File: config.mk
export PLATFORM = sky130hd
export DESIGN_NAME = signed_sort_buffer
export DESIGN_NICKNAME = d
export VERILOG_FILES = /design/src/rtl/sort_buffer_pkg.sv /design/src/rtl/signed_sort_buffer_cell.sv /design/src/rtl/signed_sort_buffer.sv
export SDC_FILE = /design/constraint.sdc
export NUM_CORES = 1
export LEC_CHECK = 0
export BUFFER_PORTS_ARGS = -buffer_cell sky130_fd_sc_hd__buf_4
export CORE_UTILIZATION = 60
export CTS_CLUSTER_SIZE = 25
export DETAILED_ROUTE_END_ITERATION = 12
export HOLD_SLACK_MARGIN = 0.03
export PLACE_DENSITY = 0.79
export SLEW_MARGIN = 20
export SYNTH_ARGS = -nofsm -noshare
export SYNTH_HDL_FRONTEND = slang
export SYNTH_HIERARCHICAL = 1
export SYNTH_SLANG_ARGS = --single-unit
File: constraint.sdc
create_clock -name clk -period 4.15 [get_ports clk]
set_input_delay 1.0375 -clock clk [delete_from_list [all_inputs] [get_ports clk]]
set_output_delay 1.0375 -clock clk [all_outputs]
set_load 0.02 [all_outputs]
File: src/rtl/sort_buffer_pkg.sv
// Shared types and the signed compare used by every sort cell.
package sort_buffer_pkg;

  typedef enum logic {S_FILL = 1'b0, S_DRAIN = 1'b1} sort_state_t;

  // Operands are sign-extended to this width before comparing, so any N <= SLT_W works.
  localparam int SLT_W = 64;

  function automatic logic slt_signed(input logic signed [SLT_W-1:0] a,
                                      input logic signed [SLT_W-1:0] b);
    return a < b;
  endfunction

endpackage

File: src/rtl/signed_sort_buffer_cell.sv
// One slot of the insertion-sort buffer: a word, an occupied bit and its insert-before flag.
// Honours SORT_DESCENDING_EN (largest-first ordering).
module sort_cell
  import sort_buffer_pkg::*;
#(
  parameter int N = 32
) (
  input  logic         clk,
  input  logic         rst_n,
  input  logic [N-1:0] x,
  input  logic         accept,
  input  logic         pop,
  input  logic [N-1:0] below_data,
  input  logic         below_occ,
  input  logic         below_ins,
  input  logic [N-1:0] above_data,
  input  logic         above_occ,
  output logic [N-1:0] data,
  output logic         occ,
  output logic         ins
);

  logic take_below, take_new;

  // Strict compare keeps equal values stable: the new word lands after existing equals.
`ifdef SORT_DESCENDING_EN
  assign ins = occ && slt_signed(SLT_W'($signed(data)), SLT_W'($signed(x)));
`else
  assign ins = occ && slt_signed(SLT_W'($signed(x)), SLT_W'($signed(data)));
`endif

  // The insertion point takes x; everything past it takes its lower neighbour.
  assign take_below = below_ins;
  assign take_new   = !below_ins && (ins || (!occ && below_occ));

  always_ff @(posedge clk or negedge rst_n) begin
    if (!rst_n) begin
      data <= '0;
      occ  <= 1'b0;
    end else if (pop) begin
      data <= above_data;
      occ  <= above_occ;
    end else if (accept) begin
      if (take_below) begin
        data <= below_data;
        occ  <= 1'b1;
      end else if (take_new) begin
        data <= x;
        occ  <= 1'b1;
      end
    end
  end

endmodule

File: src/rtl/signed_sort_buffer.sv
// Burst sort buffer: fills by insertion sort, then drains smallest-first (largest-first
// when SORT_DESCENDING_EN is defined).
module signed_sort_buffer
  import sort_buffer_pkg::*;
#(
  parameter int N     = 32,
  parameter int DEPTH = 8
) (
  input  logic                       clk,
  input  logic                       rst_n,
  input  logic                       in_valid,
  output logic                       in_ready,
  input  logic [N-1:0]               in_data,
  input  logic                       in_last,
  output logic                       out_valid,
  input  logic                       out_ready,
  output logic [N-1:0]               out_data,
  output logic                       out_last,
  output logic [$clog2(DEPTH+1)-1:0] count
);

  localparam int CW = $clog2(DEPTH+1);

  sort_state_t                 state;
  logic [DEPTH-1:0][N-1:0]     slot;
  logic [DEPTH-1:0]            occ, ins;
  logic                        accept, pop;

  assign in_ready  = (state == S_FILL);
  assign out_valid = (state == S_DRAIN);
  assign accept    = in_valid && in_ready;
  assign pop       = out_valid && out_ready;
  assign out_last  = out_valid && (count == CW'(1));
  assign out_data  = out_valid ? slot[0] : '0;

  always_ff @(posedge clk or negedge rst_n) begin
    if (!rst_n) begin
      state <= S_FILL;
      count <= '0;
    end else if (accept) begin
      count <= count + CW'(1);
      // A full buffer closes the burst even without in_last.
      if (in_last || count == CW'(DEPTH-1)) state <= S_DRAIN;
    end else if (pop) begin
      count <= count - CW'(1);
      if (count == CW'(1)) state <= S_FILL;
    end
  end

  for (genvar i = 0; i < DEPTH; i++) begin : g_cell
    logic [N-1:0] bd, ad;
    logic         bo, bi, ao;

    if (i == 0) begin : g_bot
      // Bottom cell behaves as if an occupied, non-inserting neighbour sits below it.
      assign bd = '0;
      assign bo = 1'b1;
      assign bi = 1'b0;
    end else begin : g_mid
      assign bd = slot[i-1];
      assign bo = occ[i-1];
      assign bi = ins[i-1];
    end

    if (i == DEPTH-1) begin : g_top
      assign ad = '0;
      assign ao = 1'b0;
    end else begin : g_low
      assign ad = slot[i+1];
      assign ao = occ[i+1];
    end

    sort_cell #(.N(N)) u_cell (
      .clk       (clk),
      .rst_n     (rst_n),
      .x         (in_data),
      .accept    (accept),
      .pop       (pop),
      .below_data(bd),
      .below_occ (bo),
      .below_ins (bi),
      .above_data(ad),
      .above_occ (ao),
      .data      (slot[i]),
      .occ       (occ[i]),
      .ins       (ins[i])
    );
  end

endmodule
==> flow_summary.yaml, run 1 <==
power_and_ir_drop:
  pwr-share-clk_pct: 13.7
  power_frac_seq_pct: 25.7
  peakVddDrop_mv: 0.466
  netSwitchingFraction_pct: 45.2
  internal_power_mw: 11.3
  power_density_nw_per_um2: 846
  switchingPower_mw: 9.30
  p_leak_nw: 12.5
  p_comb_share_pct: 60.5
die:
  rows: 70
  die_y_um: 195
  die_area_um2: 37900
  ios: 76
  fp.dieW_um: 195
  core_area_um2: 36600
  start_util_pct: 60.8
critical_path:
  start_kind: "primary input"
  required_ns: 4.60
  end_kind: "register"
  r2r_slack_ns: 0.90
  cpLargestDelayFamily: "simple AND/OR/NAND/NOR gates"
  worstPathArrival_ns: 3.94
  r2r_end: "g_cell[1].u_cell/data[6]$_DFFE_PN0P_"
  crit_chain: "buf_4 -> ha_1 -> and4_1 -> and3_1 -> a211oi_1 -> and3_4 -> o211a_1 -> and3_2 -> buf_4 -> mux2i_1 -> nor2_1 -> a21oi_1 -> mux2i_1"
  r2r-start: "g_cell[0].u_cell/data[7]$_DFFE_PN0P_"
  slowest_stage: "buf_4"
  slowest_delay_ns: 0.46
  worstSetupPathType: "primary input to register"
  reg2reg_depth: 13
  cp_num_buf_inv: 2
  cp_max_fo: 32
cts:
  cts_tree: "yes"
  numCtsBuffers: 31
  cts-root-buf: "clkbuf_16"
  clkLatencyLatePin_ns: 0.58
  hold_buffers: 0
  h-tree-depth: 1
  clock-sinks: 269
  cts_max_path_buffers: 3
  cts_setup_buffers: 0
  cts_resized: 0
  clk_pin_slew_ns: 0.06
yosys:
  synthCells: 2450
  postSynthAreaPerCell_um2: 9.09
  ys_warn_count: 6
  netlist_area_um2: 22300
global_route:
  globalRouteOverflowTotal: 0
  grt_pass1_vias: 19100
  grt_first_pass_wirelength_mm: 91.0
  grt.total_usage_pct: 28.9
  antenna_found_initial: 0
  grt_start_max_net_pins: 107
detailed_routing:
  vias: 18100
  antenna_left: 0
  route.detailed.drc: 0
  routed_wl_mm: 54.7
  drt_first_pass_iters: 5
  routedWlPerCell_um: 18.0
  drt-initial-drc-count: 1072
  routed_via_density: 5.98
sta:
  setup-tns-final_ns: 0
  min_period_ns: 3.49
  slew_headroom_pct: 36.2
  worst_pin_slew_ns: 0.957
  drv_slew: 0
  timing_hold_violations_final: 0
  finClkSkew_ns: 0.0149
  fin_crit_sh_pct: 84.0
  fmax_mhz: 287
  holdWs_ns: 0.442
  setup_violations: 0
  rsz0062_at_grt: "no"
run_status:
  outcome: "finished clean"
layout:
  diodes: 0
  nFillCells: 2906
  area_growth_pct: 9.06
  num-nets-final: 2831
  fin_util_pct: 66.3
  final_common_cell: "mux2i_1"
  final_cell_mix: "504 x mux2i_1, 354 x a21oi_1, 269 x dfrtp_1"
  drive_above_1_share_pct: 8.69
placement:
  port_buffers: 75
  gp_congestion: 0.895
  hpwl_mm: 40.8
worst_hold_path:
  hp-class: "primary input to async pin"
job:
  max_cap_viol_count: 0
==> how the worst max path moves through the flow <==
stage | start | end | cells after the start
finish | in_data[27] | g_cell[6].u_cell/data[4]$_DFFE_PN0P_ | 13
global route | in_data[27] | g_cell[6].u_cell/data[4]$_DFFE_PN0P_ | 13
CTS | in_data[27] | g_cell[6].u_cell/data[4]$_DFFE_PN0P_ | 13
detailed placement | in_data[27] | g_cell[6].u_cell/data[7]$_DFFE_PN0P_ | 13
global placement | in_data[7] | g_cell[1].u_cell/data[5]$_DFFE_PN0P_ | 13
floorplan | in_data[27] | g_cell[1].u_cell/data[29]$_DFFE_PN0P_ | 13
==> sequential cells by signal, summed over array words and instances (netlist names) <==
register and cells:
g_cell.u_cell/data 256, out_valid 1, count 4, g_cell.u_cell/occ 8
==> final cells by class <==
cell class | count | area (um2) | share of cell area (%)
Timing Repair Buffer | 118 | 1060 | 4.35
Sequential cell | 269 | 6730 | 27.7
Clock inverter | 5 | 78.8 | 0.325
Tap cell | 468 | 586 | 2.41
Inverter | 267 | 1000 | 4.13
Clock buffer | 52 | 955 | 3.93
Multi-Input combinational cell | 1856 | 13900 | 57.1
==> metal layers <==
metal	global-route usage, %	vias up	routed length (um)
met5	0	-	0
met4	10.6	0	1610
met3	3.31	141	2290
met2	53.0	427	27900
met1	34.6	8873	22900
li1	-	8695	-
==> metrics by stage <==
step / instance area [um2] / setup slack [ns] / std cells / total power, mW
6_report: 24300 / 0.662 / 3035 / 20.6
4_1_cts: 24300 / 0.725 / 3035 / 20.5
3_3_place_gp: 23300 / 0.223 / 2978 / 17.0
2_1_floorplan: 22500 / 0.461 / 2515 / 14.8
5_1_grt: 24300 / 0.498 / 3035 / 22.2
3_5_place_dp: 23300 / 0.116 / 2978 / 17.6
==> worst reg2reg max path: cells and delay by family (launching register included) <==
family,cells,cell delay (ns)
AOI/OAI and AO/OA,4,0.83
adders and majority gates,1,0.30
and+or+nand+nor,5,1.15
muxes,1,0.19
buffers and inverters,2,0.30
DFF,1,0.38
==> power by group through the flow <==
stage	clock network, mW	logic, mW	registers, mW
6_report	2.82	12.4	5.29
5_1_grt	2.97	13.8	5.44
4_1_cts	2.87	12.4	5.29
3_5_place_dp	0	12.3	5.33
3_3_place_gp	0	11.7	5.31
2_1_floorplan	0	10.0	4.80
(Power assumes the default switching activity.)
==> run 2: changes to the inputs <==
Settings changed: CORE_UTILIZATION 60 to 58, PLACE_DENSITY 0.79 to 0.8.
Clock period 4.15 ns to 2.92 ns, I/O delays scaled along.
==> run 2 against run 1 <==
- the flow now finishes with violations (negative setup slack)
- final cell count is 11% higher
- clock power up 54%
- via count grew 15%
- core utilization rose by 11 points
- critical path type is now register to register
- largest power group unchanged
==> flow_summary.yaml, run 2 (same netlist as run 1, synthesis figures left out) <==
run_status:
  outcome: "finished with violations"
  violations: "negative setup slack"
die:
  rows: 71
  ios: 76
  die_area_um2: 39200
  core_area_um2: 37800
  die_y_um: 198
  start_util_pct: 59.0
  fp.dieW_um: 198
layout:
  final_common_cell: "mux2i_1"
  diodes: 0
  regMostFlops: "g_cell.u_cell/data"
  drive_above_1_share_pct: 25.8
  largest_reg_flops: 256
  fin_util_pct: 76.9
  nFillCells: 2221
  area_growth_pct: 30.3
  reg.largest.list: "g_cell.u_cell/data: 256 flops, g_cell.u_cell/occ: 8 flops, count: 4 flops"
  num-nets-final: 3130
  final_cell_mix: "490 x mux2i_1, 345 x a21oi_1, 340 x buf_4"
power_and_ir_drop:
  peakVddDrop_mv: 0.740
  power_density_nw_per_um2: 1260
  p_leak_nw: 14.3
detailed_routing:
  antenna_left: 0
  routed_via_density: 6.17
  route.detailed.drc: 0
  drt_first_pass_iters: 6
  drt-initial-drc-count: 1763
  routed_wl_mm: 72.1
  routedWlPerCell_um: 21.4
  vias: 20800
global_route:
  globalRouteOverflowTotal: 0
  antenna_found_initial: 0
  grt_first_pass_wirelength_mm: 100
  grt_pass1_vias: 20700
  grt.total_usage_pct: 31.5
  grt_start_max_net_pins: 103
critical_path:
  worstSetupPathType: "register to register"
  end_kind: "register"
  cp_max_fo: 6
  worstPathArrival_ns: 3.57
  required_ns: 3.32
  start_kind: "register"
cts:
  h-tree-depth: 2
  cts-root-buf: "clkbuf_16"
  clock-sinks: 269
  cts_tree: "yes"
  numCtsBuffers: 34
  clkLatencyLatePin_ns: 0.54
  cts_max_path_buffers: 3
  clk_pin_slew_ns: 0.07
job:
  max_cap_viol_count: 0
sta:
  fin_crit_sh_pct: 109
  finClkSkew_ns: 0.0216
  holdWs_ns: 0.131
  fin_ws_ns: -0.250
  worst_pin_slew_ns: 0.586
  drv_slew: 0
  setup_violations: 121
  slew_headroom_pct: 60.9
  min_period_ns: 3.17
  rsz0062_at_grt: "yes"
  timing_hold_violations_final: 0
  fmax_mhz: 315
placement:
  port_buffers: 75
  gp_congestion: 0.910
  hpwl_mm: 45.2
worst_hold_path:
  hp-class: "primary input to async pin"
-- run 2: routing by layer --
metal / track usage, % / routed length [um]
met1: 36.2 / 27600
met2: 58.3 / 36800
met3: 3.99 / 4040
met4: 13.7 / 3680
met5: 0 / 0
-- run 2: path summary, 6_finish.rpt --
path | from | end | slack, ns | cells past startpoint
min | rst_n | g_cell[0].u_cell/data[5]$_DFFE_PN0P_ | 0.13 | 1
max | g_cell[3].u_cell/data[9]$_DFFE_PN0P_ | g_cell[4].u_cell/data[8]$_DFFE_PN0P_ | -0.25 | 14
max reg2reg | g_cell[3].u_cell/data[9]$_DFFE_PN0P_ | g_cell[4].u_cell/data[8]$_DFFE_PN0P_ | -0.25 | 14
min reg2reg | g_cell[2].u_cell/data[5]$_DFFE_PN0P_ | g_cell[2].u_cell/data[5]$_DFFE_PN0P_ | 0.55 | 2
min in group clk | out_ready | out_valid$_DFFE_PN0P_ | 0.44 | 2
max in group asynchronous | rst_n | g_cell[3].u_cell/data[7]$_DFFE_PN0P_ | 2.03 | 2
-- run 2: repair_timing --
item                                   in CTS  in global routing
cloned                                      0                 10
pin swaps                                   7                 36
hold buffers                                0                  0
buffers inserted                            9                 89
resized for setup                          49                188
setup endpoints to repair                 149                224
endpoints found under the hold margin       0                  0
-- run 2: cell type report --
type,instances,area [um2],area share (%)
flip-flops and latches,269,6730,23.2
inverters,267,1000,3.45
clock buffers,50,1070,3.70
well taps,511,639,2.20
multi-input cells,1856,15600,53.8
repair buffers,414,3910,13.5
clock inverters,10,55.1,0.190
-- run 2: power breakdown --
| group | total (mW) | internal [mW] | leakage, nW | switching [mW] |
|---|---|---|---|---|
| clock | 4.34 | 2.55 | 0.563 | 1.79 |
| combinational | 24.7 | 11.9 | 10.5 | 12.8 |
| sequential | 7.44 | 5.68 | 3.25 | 1.75 |
-- run 2: worst max-delay path, stage by stage, from the launching register on --
cell	delay [ns]
dfrtp_1	0.44
inv_1	0.12
ha_1	0.33
a21oi_1	0.18
o21ai_0	0.12
a221o_1	0.38
nand2_1	0.08
o211a_1	0.18
and3_4	0.21
buf_4	0.19
buf_4	0.16
mux2i_1	0.28
nor2_1	0.08
a21oi_1	0.16
mux2i_1	0.13
-- run 2: through the flow --
stage	setup slack, ns	setup TNS (ns)	cells	cell area, um2	power [mW]
6_report	-0.250	-4.88	3377	29000	36.5
5_1_grt	-0.264	-19.26	3377	29000	38.5
4_1_cts	0.00548	0	3279	27400	32.4
3_5_place_dp	-0.661	-133.09	3210	26000	27.5
3_3_place_gp	-0.600	-115.67	3210	26000	26.4
2_1_floorplan	-0.0995	-13.29	2515	23700	21.9
==> run 3: changes to the inputs <==
Settings changed: CORE_UTILIZATION 58 to 60, PLACE_DENSITY 0.8 to 0.79.
Clock period 2.92 ns to 3.4 ns, I/O delays scaled along.
==> run 3 against run 2 <==
- the run now ends clean
- flip-flop and latch count unchanged
- critical path type is now primary input to register
- non-clock buffer count shrank 153
- cell area is 12% lower
- clock skew decreased by 0.010 ns
- first-iteration DRC count decreased by 40%
- hold slack improved by 0.17 ns
==> flow_summary.yaml, run 3 (same netlist as run 1, synthesis figures left out) <==
power_and_ir_drop:
  power_density_nw_per_um2: 1030
  p_leak_nw: 13.2
  finalPower_mw: 26.1
  peakVddDrop_mv: 0.581
detailed_routing:
  routed_via_density: 5.94
  antenna_left: 0
  vias: 18900
  drt-initial-drc-count: 1060
  routed_wl_mm: 58.4
  routedWlPerCell_um: 18.4
  route.detailed.drc: 0
  drt_first_pass_iters: 5
sta:
  rsz0062_at_grt: "no"
  slew_headroom_pct: 44.1
  setup_violations: 0
  fmax_mhz: 304
  finClkSkew_ns: 0.0115
  fin_crit_sh_pct: 96.8
  timing_hold_violations_final: 0
  worst_pin_slew_ns: 0.839
  drv_slew: 0
  fin_ws_ns: 0.107
  setup-tns-final_ns: 0
  min_period_ns: 3.29
  holdWs_ns: 0.301
global_route:
  grt_first_pass_wirelength_mm: 96.7
  antenna_found_initial: 0
  grt_pass1_vias: 20300
  grt_start_max_net_pins: 92
  globalRouteOverflowTotal: 0
  grt.total_usage_pct: 30.9
layout:
  diodes: 0
  largest_reg_flops: 256
  reg.largest.list: "g_cell.u_cell/data: 256 flops, g_cell.u_cell/occ: 8 flops, count: 4 flops"
  area_growth_pct: 14.1
  num-nets-final: 2974
  regMostFlops: "g_cell.u_cell/data"
  instances_no_fill: 3178
  final_cell_mix: "504 x mux2i_1, 354 x a21oi_1, 269 x dfrtp_1"
  fin_area_um2: 25400
  drive_above_1_share_pct: 13.8
  final_common_cell: "mux2i_1"
  fin_util_pct: 69.4
cts:
  clock-sinks: 269
  clk_pin_slew_ns: 0.06
  h-tree-depth: 1
  cts-root-buf: "clkbuf_16"
  clkLatencyLatePin_ns: 0.58
  cts_tree: "yes"
  hold_buffers: 0
  cts_max_path_buffers: 3
  numCtsBuffers: 31
  cts_setup_buffers: 0
critical_path:
  required_ns: 3.89
  reg2reg_depth: 14
  r2r-start: "g_cell[2].u_cell/data[7]$_DFFE_PN0P_"
  r2r_slack_ns: 0.12
  start_kind: "primary input"
  cp_max_fo: 14
  worstSetupPathType: "primary input to register"
  end_kind: "register"
  r2r_end: "g_cell[3].u_cell/data[4]$_DFFE_PN0P_"
  worstPathArrival_ns: 3.79
die:
  core_area_um2: 36600
  rows: 70
  die_area_um2: 37900
  ios: 76
  fp.dieW_um: 195
  start_util_pct: 60.8
  die_y_um: 195
placement:
  dp_slack_ns: -0.394
  port_buffers: 75
  gp_congestion: 0.894
  hpwl_mm: 44.0
  dp_cells: 3121
  placed_area_um2: 24400
worst_hold_path:
  hp-class: "primary input to async pin"
run_status:
  outcome: "finished clean"
job:
  max_cap_viol_count: 0
==> run 3: cell types whose count changed in the layout (fill, tap and decap cells not counted), sizes merged <==
| cell | before | now |
|---|---|---|
| buf | 404 | 261 |
| bufinv | 0 | 1 |
| clkbuf | 60 | 42 |
| clkinv | 8 | 13 |
| clkinvlp | 2 | 1 |
==> run 3: final cells by class <==
| class | count | area, um2 |
|---|---|---|
| Timing Repair Buffer | 261 | 2200 |
| Clock inverter | 15 | 103 |
| Tap cell | 468 | 586 |
| Fill cell | 2744 | 11200 |
| Clock buffer | 42 | 897 |
| Inverter | 267 | 1000 |
| Sequential cell | 269 | 6730 |
| Multi-Input combinational cell | 1856 | 13900 |
==> run 3: routing by layer <==
| metal | GRT usage, % | part of all wire [%] | up-vias |
|---|---|---|---|
| li1 | - | - | 8983 |
| met1 | 35.9 | 41 | 9255 |
| met2 | 58.3 | 52 | 492 |
| met3 | 3.24 | 3.8 | 159 |
| met4 | 11.0 | 2.9 | 0 |
| met5 | 0 | 0 | - |
==> run 3: critical path: stages <==
cell	delay (ns)
buf_4	0.18
ha_1	0.32
and4_1	0.28
nand3_1	0.18
nor3_4	0.25
o2111ai_1	0.18
o211a_1	0.16
and3_2	0.23
o21ai_0	0.26
nand2b_1	0.13
a41o_2	0.31
buf_4	0.23
mux2i_1	0.20
==> run 3: worst max-delay path by stage <==
stage	end	slack, ns	start	depth (start not counted)
3_3_place_gp	g_cell[1].u_cell/data[6]$_DFFE_PN0P_	-0.29	in_data[7]	14
2_1_floorplan	g_cell[1].u_cell/data[0]$_DFFE_PN0P_	0.08	in_data[27]	13
5_1_grt	g_cell[3].u_cell/data[4]$_DFFE_PN0P_	0.006	g_cell[2].u_cell/data[7]$_DFFE_PN0P_	14
6_report	g_cell[3].u_cell/data[4]$_DFFE_PN0P_	0.11	in_data[27]	13
4_1_cts	g_cell[3].u_cell/data[4]$_DFFE_PN0P_	0.15	g_cell[2].u_cell/data[7]$_DFFE_PN0P_	14
3_5_place_dp	g_cell[1].u_cell/data[3]$_DFFE_PN0P_	-0.39	in_data[7]	14
==> run 3: what timing repair did <==
action	4_1_cts	5_1_grt
hold endpoints to repair	0	0
setup endpoints to repair	0	2
gates resized for setup	0	2
==> run 3: power by group <==
group	internal, mW	leakage (nW)	switching (mW)	total (mW)
Clock	1.91	0.508	1.43	3.33
Combinational	7.55	9.49	8.71	16.3
Sequential	4.88	3.25	1.61	6.49
Total	14.3	13.2	11.8	26.1
